--- config.mk ---
export PLATFORM = sky130hd
export DESIGN_NAME = joypad_reader_flat
export DESIGN_NICKNAME = d
export VERILOG_FILES = /design/src/rtl/joypad_pkg.sv /design/src/rtl/joypad_reader_if.sv /design/src/rtl/joypad_timer.sv /design/src/rtl/joypad_reader.sv /design/src/flat_wrapper.sv
export SDC_FILE = /design/constraint.sdc
export NUM_CORES = 1
export LEC_CHECK = 0
export CAP_MARGIN = 10
export CORE_MARGIN = 3
export CORE_UTILIZATION = 40
export CTS_CLUSTER_SIZE = 40
export DETAILED_ROUTE_END_ITERATION = 10
export PLACE_DENSITY_LB_ADDON = 0.2
export SLEW_MARGIN = 20
export SYNTH_ARGS = -nofsm -noshare
export SYNTH_HDL_FRONTEND = slang
export SYNTH_SLANG_ARGS = --single-unit
--- constraint.sdc ---
create_clock -name clk -period 5.28 [get_ports clk]
set_clock_uncertainty 0.1 [all_clocks]
set_input_delay 1.584 -clock clk [delete_from_list [all_inputs] [get_ports clk]]
set_output_delay 1.584 -clock clk [all_outputs]
set_load 0.01 [all_outputs]
--- src/rtl/joypad_pkg.sv ---
`default_nettype none
// ============================================================================
// joypad_pkg : shared types, button layout and pad-side protocol helper for
//              the NES controller poller.
// Revision    : 1.0  initial release
// ============================================================================
package joypad_pkg;

    typedef enum logic [2:0] {
        IDLE   = 3'd0,
        STROBE = 3'd1,
        SETTLE = 3'd2,
        PULSE  = 3'd3,
        DONE   = 3'd4
    } joy_state_e;

    localparam int NUM_BUTTONS = 8;

    localparam int BTN_A      = 0;
    localparam int BTN_B      = 1;
    localparam int BTN_SELECT = 2;
    localparam int BTN_START  = 3;
    localparam int BTN_UP     = 4;
    localparam int BTN_DOWN   = 5;
    localparam int BTN_LEFT   = 6;
    localparam int BTN_RIGHT  = 7;

    // Pad side: strobe loads the button byte, bit0 drives the data line, and
    // every falling clock edge shifts toward bit0 while ones fill from the top.
    function automatic logic [NUM_BUTTONS-1:0] pad_shift(input logic [NUM_BUTTONS-1:0] sr);
        return {1'b1, sr[NUM_BUTTONS-1:1]};
    endfunction

endpackage
`default_nettype wire

--- src/rtl/joypad_reader_if.sv ---
`default_nettype none
// ============================================================================
// joypad_reader_if : poll handshake, pad wiring and result bus of the reader.
// Revision         : 1.0  initial release
// ============================================================================
interface joypad_reader_if;
    import joypad_pkg::*;

    logic                   start;
    logic                   joy_strobe;
    logic [1:0]             joy_clock;
    logic [1:0]             joy_data;
    logic [NUM_BUTTONS-1:0] buttons1;
    logic [NUM_BUTTONS-1:0] buttons2;
    logic                   valid;
    logic                   busy;

    // slave = the reader itself, master = host core plus the pads
    modport slave (
        input  start, joy_data,
        output joy_strobe, joy_clock, buttons1, buttons2, valid, busy
    );

    modport master (
        output start, joy_data,
        input  joy_strobe, joy_clock, buttons1, buttons2, valid, busy
    );

endinterface
`default_nettype wire

--- src/rtl/joypad_timer.sv ---
`default_nettype none
// ============================================================================
// joypad_timer : reloadable down-counter, terminal count when it reaches zero.
// Revision     : 1.0  initial release
// ============================================================================
module joypad_timer #(
    parameter int WIDTH = 3
) (
    input  wire logic             clk,
    input  wire logic             reset,
    input  wire logic             i_load,
    input  wire logic [WIDTH-1:0] i_load_val,
    output logic                  o_tc
);

    logic [WIDTH-1:0] r_cnt;

    // Parks at zero when not reloaded, so it never wraps.
    always_ff @(posedge clk or negedge reset) begin
        if (!reset) begin
            r_cnt <= '0;
        end else if (i_load) begin
            r_cnt <= i_load_val;
        end else if (r_cnt != '0) begin
            r_cnt <= r_cnt - WIDTH'(1);
        end
    end

    assign o_tc = (r_cnt == '0);

endmodule
`default_nettype wire

--- src/rtl/joypad_reader.sv ---
`default_nettype none
// ============================================================================
// joypad_reader : NES controller poller. Strobes both pads, clocks out eight
//                 bits each and publishes both button bytes with a valid pulse.
// Revision      : 1.0  initial release
// ============================================================================
module joypad_reader
    import joypad_pkg::*;
#(
    parameter int CLK_DIV         = 4,
    parameter int STROBE_LEN      = 4,
    parameter int DATA_ACTIVE_LOW = 0
) (
    input  wire logic      clk,
    input  wire logic      reset,
    joypad_reader_if.slave bus
);

    localparam int c_CNT_MAX = (CLK_DIV > STROBE_LEN) ? CLK_DIV : STROBE_LEN;
    localparam int c_CNT_W   = $clog2(c_CNT_MAX + 1);

    localparam logic [c_CNT_W-1:0] c_STROBE_LOAD = c_CNT_W'(STROBE_LEN - 1);
    localparam logic [c_CNT_W-1:0] c_HALF_LOAD   = c_CNT_W'(CLK_DIV - 1);
    localparam logic [1:0]         c_DATA_XOR    = (DATA_ACTIVE_LOW != 0) ? 2'b11 : 2'b00;
    localparam logic [2:0]         c_LAST_BIT    = 3'(NUM_BUTTONS - 1);

    localparam logic [2:0] c_IDLE   = IDLE;
    localparam logic [2:0] c_STROBE = STROBE;
    localparam logic [2:0] c_SETTLE = SETTLE;
    localparam logic [2:0] c_PULSE  = PULSE;
    localparam logic [2:0] c_DONE   = DONE;

    logic [2:0]             r_state;
    logic [2:0]             r_bit_idx;
    logic [NUM_BUTTONS-1:0] r_sr1;
    logic [NUM_BUTTONS-1:0] r_sr2;
    logic [NUM_BUTTONS-1:0] r_buttons1;
    logic [NUM_BUTTONS-1:0] r_buttons2;
    logic                   r_strobe;
    logic [1:0]             r_clock;
    logic                   r_valid;
    logic                   r_busy;

    logic                   w_tc;
    logic                   w_tmr_load;
    logic [c_CNT_W-1:0]     w_tmr_val;
    logic [1:0]             w_data;
    logic                   w_last_bit;

    assign w_data     = bus.joy_data ^ c_DATA_XOR;
    assign w_last_bit = (r_bit_idx == c_LAST_BIT);

    // Every phase length is reloaded at the edge that enters the phase.
    always_comb begin
        w_tmr_load = 1'b0;
        w_tmr_val  = c_HALF_LOAD;
        case (r_state)
            c_IDLE: begin
                if (bus.start) begin
                    w_tmr_load = 1'b1;
                    w_tmr_val  = c_STROBE_LOAD;
                end
            end
            c_STROBE, c_SETTLE: begin
                w_tmr_load = w_tc;
            end
            c_PULSE: begin
                w_tmr_load = w_tc && !w_last_bit;
            end
            default: begin
                w_tmr_load = 1'b0;
            end
        endcase
    end

    joypad_timer #(
        .WIDTH (c_CNT_W)
    ) u_timer (
        .clk        (clk),
        .reset      (reset),
        .i_load     (w_tmr_load),
        .i_load_val (w_tmr_val),
        .o_tc       (w_tc)
    );

    always_ff @(posedge clk or negedge reset) begin
        if (!reset) begin
            r_state    <= c_IDLE;
            r_bit_idx  <= 3'd0;
            r_sr1      <= '0;
            r_sr2      <= '0;
            r_buttons1 <= '0;
            r_buttons2 <= '0;
            r_strobe   <= 1'b0;
            r_clock    <= 2'b00;
            r_valid    <= 1'b0;
            r_busy     <= 1'b0;
        end else begin
            r_valid <= 1'b0;
            case (r_state)
                c_IDLE: begin
                    if (bus.start) begin
                        r_state  <= c_STROBE;
                        r_strobe <= 1'b1;
                        r_busy   <= 1'b1;
                    end else begin
                        r_busy   <= 1'b0;
                    end
                end
                c_STROBE: begin
                    if (w_tc) begin
                        r_strobe  <= 1'b0;
                        r_bit_idx <= 3'd0;
                        r_state   <= c_SETTLE;
                    end
                end
                c_SETTLE: begin
                    // Data has had a full half-period to settle since the
                    // last falling clock edge; first sample lands in bit7
                    // and ends up in bit0 after eight shifts.
                    if (w_tc) begin
                        r_sr1   <= {w_data[0], r_sr1[NUM_BUTTONS-1:1]};
                        r_sr2   <= {w_data[1], r_sr2[NUM_BUTTONS-1:1]};
                        r_clock <= 2'b11;
                        r_state <= c_PULSE;
                    end
                end
                c_PULSE: begin
                    if (w_tc) begin
                        r_clock <= 2'b00;
                        if (w_last_bit) begin
                            r_state <= c_DONE;
                        end else begin
                            r_bit_idx <= r_bit_idx + 3'd1;
                            r_state   <= c_SETTLE;
                        end
                    end
                end
                c_DONE: begin
                    r_buttons1 <= r_sr1;
                    r_buttons2 <= r_sr2;
                    r_valid    <= 1'b1;
                    r_state    <= c_IDLE;
                end
                default: begin
                    r_state <= c_IDLE;
                end
            endcase
        end
    end

    assign bus.joy_strobe = r_strobe;
    assign bus.joy_clock  = r_clock;
    assign bus.buttons1   = r_buttons1;
    assign bus.buttons2   = r_buttons2;
    assign bus.valid      = r_valid;
    assign bus.busy       = r_busy;

endmodule
`default_nettype wire

--- src/flat_wrapper.sv ---
// flat-port wrapper written by rule: the top's interface ports become plain ports
module joypad_reader_flat import joypad_pkg::*;
#(
    parameter int CLK_DIV         = 4,
    parameter int STROBE_LEN      = 4,
    parameter int DATA_ACTIVE_LOW = 0
)
  (clk, reset, bus_start, bus_joy_data, bus_joy_strobe, bus_joy_clock, bus_buttons1, bus_buttons2, bus_valid, bus_busy);
  joypad_reader_if bus_i ();
  input  wire logic clk;
  input  wire logic reset;
  input wire logic [$bits(bus_i.start)-1:0] bus_start;
  input wire logic [$bits(bus_i.joy_data)-1:0] bus_joy_data;
  output wire logic [$bits(bus_i.joy_strobe)-1:0] bus_joy_strobe;
  output wire logic [$bits(bus_i.joy_clock)-1:0] bus_joy_clock;
  output wire logic [$bits(bus_i.buttons1)-1:0] bus_buttons1;
  output wire logic [$bits(bus_i.buttons2)-1:0] bus_buttons2;
  output wire logic [$bits(bus_i.valid)-1:0] bus_valid;
  output wire logic [$bits(bus_i.busy)-1:0] bus_busy;
  assign bus_i.start = bus_start;
  assign bus_i.joy_data = bus_joy_data;
  assign bus_joy_strobe = bus_i.joy_strobe;
  assign bus_joy_clock = bus_i.joy_clock;
  assign bus_buttons1 = bus_i.buttons1;
  assign bus_buttons2 = bus_i.buttons2;
  assign bus_valid = bus_i.valid;
  assign bus_busy = bus_i.busy;
  joypad_reader #(.CLK_DIV(CLK_DIV), .STROBE_LEN(STROBE_LEN), .DATA_ACTIVE_LOW(DATA_ACTIVE_LOW)) u_core (.clk(clk), .reset(reset), .bus(bus_i));
endmodule
# Yosys cells after proc, flatten, opt, wreduce, memory -nomap -nowiden
# Index checks and enable logic that the tools add are counted.
[op_classes] n_eq_ne=10 mux=21 n_reduce_logical=15 add_sub_neg=2
[ops] cell="3-bit 2-to-1 mux" count=10
[ops] cell="3-bit one-hot mux with 4 select lines" count=1
[ops] cell="4-bit AND reduction" count=2
[ops] cell="2-bit nonzero test" count=4
[ops] cell="3-bit by 2-bit == test with 1-bit output (second input constant)" count=2
[ops] cell="3-bit == test (second input constant)" count=2
[ops] cell="3-bit zero test" count=2
[ops] cell="2-bit by 1-bit != test with 1-bit output (second input constant)" count=3
[ops] cell="3-bit one-hot mux with 2 select lines" count=1
[ops] cell="3-bit AND reduction" count=2
[ops] cell="1-bit 2-to-1 mux" count=4
[ops] cell="2-bit 2-to-1 mux" count=2
[ops] cell="2-bit != test (second input constant)" count=2
[ops] cell="2-bit one-hot mux with 2 select lines" count=1
[ops] cell="3-bit by 1-bit adder with 3-bit output (second input constant)" count=1
[ops] cell="3-bit by 1-bit == test with 1-bit output (second input constant)" count=1
[ops] cell="1-bit one-hot mux with 3 select lines" count=1
[ops] cell="3-bit nonzero test" count=1
[ops] cell="3-bit by 1-bit subtractor with 3-bit output (second input constant)" count=1
[ops] cell="1-bit one-hot mux with 2 select lines" count=1
[ops] cell="2-bit AND reduction" count=1
[ops] cell="2-bit OR reduction" count=1
[ops] cell="1-bit logical AND" count=1
[ops] cell="1-bit zero test" count=1
[totals] out_inout_bits=21 in_bits=5 register_bits=46

# Longest topological paths before layout
[depth] depth_word=5 ltp_mapped=7 mapped_depth_nobuf=6

# Cells and area by module
# From an unflattened synthesis, not the netlist that was laid out.
[hier_totals] cells_unflattened=144 area_unflattened_um2=1984.4
[by_module_without_submodules] mod="joypad_reader" area_each_um2=1784.2 cells_per_inst=123 seq_area_each_um2=1051.0 instances=1
[by_module_without_submodules] mod="joypad_timer" area_each_um2=200.2 cells_per_inst=21 seq_area_each_um2=75.1 instances=1

# Worst setup path before layout
# OpenSTA, ideal clock, no wires.
[synth_path] path_type="input port to flip-flop" startpoint="in bus_start" endpoint="reg u_core.u_timer.r_cnt[1]" t_arrival_ps=2094 cell_stages=3 slack_ps=2962 t_required_ps=5056 cell_sequence="nor3_1 -> a2111oi_2 -> a211o_1"
[synth_via] elab_chain_cells=3
[synth_lines] element="from (decl)" line_no="flat_wrapper.sv:12" rtl="input wire logic [$bits(bus_i.start)-1:0] bus_start;"
[synth_lines] element="1-bit 2-to-1 mux *" line_no="joypad_reader.sv:59" rtl="if (bus.start) begin"
[synth_lines] element="1-bit one-hot mux with 3 select lines *" line_no="joypad_reader.sv:57" rtl="case (r_state)"
[synth_lines] element="3-bit 2-to-1 mux or 2-bit nonzero test (tied branches)"
[synth_lines] element="to (signal assigned)" line_no="joypad_timer.sv:23" rtl="r_cnt <= i_load_val;"
[synth_lines] element="to (signal assigned)" line_no="joypad_timer.sv:25" rtl="r_cnt <= r_cnt - WIDTH'(1);"
[synth_lines] element="to (decl)" line_no="joypad_timer.sv:16" rtl="logic [WIDTH-1:0] r_cnt;"
# Mark *: on every way between the ends. The rest lies on a longest branch, timed or not.
# A chain may end at the register's enable or synchronous reset.

==> impl_metrics.csv <==
group,metric,value,unit
critical_path,rr_worst_depth,6,
timing,hold_violations,0,
critical_path,cp.required,3.60,ns
drt,via_per_inst,5.229,
critical_path,rr_endpoint,"u_core.r_sr2[2]$_DFFE_PN0P_",
timing,fin_tns_setup,0,ns
timing,max_slew_margin,47.00,%
placed_design,io_buffers,25,
floorplanning,rows,24,
critical_path,cp-end-kind,"primary output",
layout,multi_input_area,729.5,sq um
drt,wire_per_inst,15.32,um
synth,ys_types,31,
synth,synth_seq_cells,45,
floorplanning,start_util,42.72,%
layout,fillers,392,
clocking,cts_setup_buffers,0,
critical_path,crit_chain,"clkdlybuf4s50_1",
floorplanning,io_pins,26,
synth,syn_nets,143,
layout,antennaDiodeCount,0,
min_path,hold_path_depth,1,
placed_design,pre_cts_ws,2.315,ns
timing,slew_violations,0,
critical_path,r2r_start,"u_core.u_timer.r_cnt[0]$_DFFE_PN0P_",
synth,syn-cell-area,0.001924,sq mm
critical_path,critPathKind,"reg -> out",
outcome,status,"complete, no violations",
synth,async_flop_share,100.0,%
grt,grt-ovfl-total,0,
placed_design,gp_congestion,0.7272,
drt,totalWireLength,3278,um
synth,synthTopCellsByCount,"dfrtp_1, mux2_2, mux2_4, nand2_1, nor2_1",
floorplanning,die_x,75.36,um
timing,final-setup-viol-count,0,
clocking,clock_latency,0.29,ns
critical_path,critPathLaunchType,"flop",
clocking,cts_sinks,45,
clocking,numCtsBuffers,5,
critical_path,crit_buf_inv,1,
synth,yosys.area.top_type_share,58.52,%
synth,seq_area_frac_synth,58.52,%
synth,syn_avg_cell_area,14.36,sq um
timing,worst_slack,2.392,ns
critical_path,cp_data_arrival_time,1.20,ns
synth,syn_inst,134,
synth,synth_area_leaders,"dfrtp_1, mux2_2, mux2_4",
floorplanning,die_height,75.36,um
drt,drt_iter0_markers,46,
critical_path,r2r_slack,3.01,ns
grt,grt_max_degree,46,
min_path,holdCritStartpoint,"u_core.r_sr1[0]$_DFFE_PN0P_",
pwr,p_leak,1.063,nW
grt,track_usage,13.85,%
critical_path,crit_slowest_cell,"clkdlybuf4s50_1",
synth,yosysTopAreaCell,"dfrtp_1",
layout,fin_area,0.002277,sq mm
pwr,p_per_area,416.8,mW/mm^2
critical_path,critPathMaxFanout,3,
timing,fin_crit,2.888,ns
clocking,cts_tree,"done",
layout,seq_area,0.001126,sq mm
synth,synth_edf_count,0,
clocking,post_cts_resized,0,
run,drv_cap,0,
grt,antenna_found_initial,0,
layout,fin_nets,170,
layout,syn2layout_area_growth,18.34,%
min_path,hold_path_class,"reg -> reg",
drt,drc,0,
drt,drtPass1Iterations,4,
grt,grt_pass1_wl,5899,um
placed_design,place_hpwl,2146,um
critical_path,crit_family,"buffers and inverters",
grt,grt_pass1_vias,1234,
critical_path,max_stage_delay,0.54,ns
timing,max_freq,346.2,MHz
min_path,whs_endpoint,"u_core.bus.buttons1[0]$_DFFE_PN0P_",
timing,worstMarginPinSlew,0.7942,ns
pwr,ir_worst_vdd,0.1440,mV
drt,ant_nets,0,
timing,rsz0062_at_grt,"no",
floorplanning,die-area,0.005679,sq mm
clocking,path_clk_slew,0.08,ns
drt,route.vias.total,1119,
clocking,cts_root_buf,"clkbuf_8",
synth,yosysMostFrequentCell,"dfrtp_1",
synth,synth_flop_cell,"dfrtp_1",
clocking,cts_hold_buffers,0,
placed_design,place_area,0.002181,sq mm
floorplanning,core_area,0.004504,sq mm
layout,drive_gt1_share,29.63,%
clocking,cts_max_level,2,
clocking,clockBufferDepth,2,
timing,post-route-period-util,54.71,%
synth,ys_warn_count,0,
## cells by family after synthesis
| logic type | count (synthesis) | share of synthesized area (%) |
|---|---|---|
| and+or+nand+nor | 27 | 8.257 |
| muxes | 33 | 21.07 |
| buffers and inverters | 10 | 3.575 |
| DFF | 45 | 58.52 |
| xor gates and xnor gates | 1 | 0.4552 |
| AOI/OAI and AO/OA | 14 | 5.527 |
| adders and majority gates | 4 | 2.601 |
## routing by layer
metal | vias to the layer above | track usage, % | wire length (um)
met3 | 7 | 4.617 | 142
met4 | 0 | 4.660 | 50
met2 | 21 | 21.48 | 1586
met5 | - | 0 | 0
li1 | 521 | - | -
met1 | 570 | 18.34 | 1499
## layout make-up
class / count / area share [%]
clock buffer: 6 / 3.187
clock inverter: 2 / 0.4396
inverter: 4 / 0.6593
multi-input combinational: 79 / 32.03
sequential: 45 / 49.45
tap: 52 / 2.857
timing repair buffer: 26 / 11.37
## worst max-delay path by stage
stage                                                    from                                   to  slack (ns)  cells past startpoint
after floorplan                                     bus_start  u_core.u_timer.r_cnt[1]$_DFFE_PN0P_        2.96                      3
after global placement                              bus_start  u_core.u_timer.r_cnt[2]$_DFFE_PN0P_        2.37                      4
after detailed placement                            bus_start  u_core.u_timer.r_cnt[2]$_DFFE_PN0P_        2.32                      4
after CTS                 u_core.bus.joy_clock[0]$_DFFE_PN0P_                     bus_joy_clock[1]        2.36                      1
after global routing        u_core.bus.joy_strobe$_DFFE_PN0P_                       bus_joy_strobe        2.32                      1
final                     u_core.bus.joy_clock[0]$_DFFE_PN0P_                     bus_joy_clock[1]        2.39                      1
## placed cells by master (no fill, tap or decap), drive strengths merged
cell / n
a2111oi: 1
clkinv: 2
nor2b: 1
inv: 4
mux2: 33
clkbuf: 6
o31ai: 1
a21bo: 1
clkdlybuf4s50: 24
a21oi: 4
nand3b: 2
nand2b: 3
a22o: 1
nand2: 6
buf: 2
nor3b: 1
o311ai: 1
dfrtp: 45
o21ai: 2
o21ba: 1
a21o: 1
xor2: 1
nand3: 3
nor2: 7
or4b: 1
nor3: 3
ha: 4
a211o: 1
## power by group
part	switching, W	total, W	internal [W]	leakage, nW
logic	0.000111	0.000249	0.000138	0.423
registers	0.0000807	0.000500	0.000420	0.594
clock network	0.000108	0.000200	0.0000917	0.0450
total	0.000300	0.000949	0.000649	1.06
## state kept, by name (all words and copies together), names as in the netlist, 3 cells and up
name / count
u_core.bus.buttons1: 8
u_core.bus.buttons2: 8
u_core.r_bit_idx: 3
u_core.r_sr1: 8
u_core.r_sr2: 8
u_core.r_state: 3
u_core.u_timer.r_cnt: 3
## per-stage QoR
| stage | hold WS [ns] | instances | total power [W] | utilization, % |
|---|---|---|---|---|
| after detailed placement | 0.3851 | 205 | 0.0007605 | 48.42 |
| after floorplan | 0.3623 | 134 | 0.0006940 | - |
| after CTS | 0.4020 | 213 | 0.0009657 | 50.25 |
| after global placement | 0.3743 | 205 | 0.0007404 | 48.42 |
| final | 0.3992 | 214 | 0.0009491 | 50.56 |
| after global routing | 0.4154 | 214 | 0.001026 | 50.56 |
(Power assumes the default switching activity.)
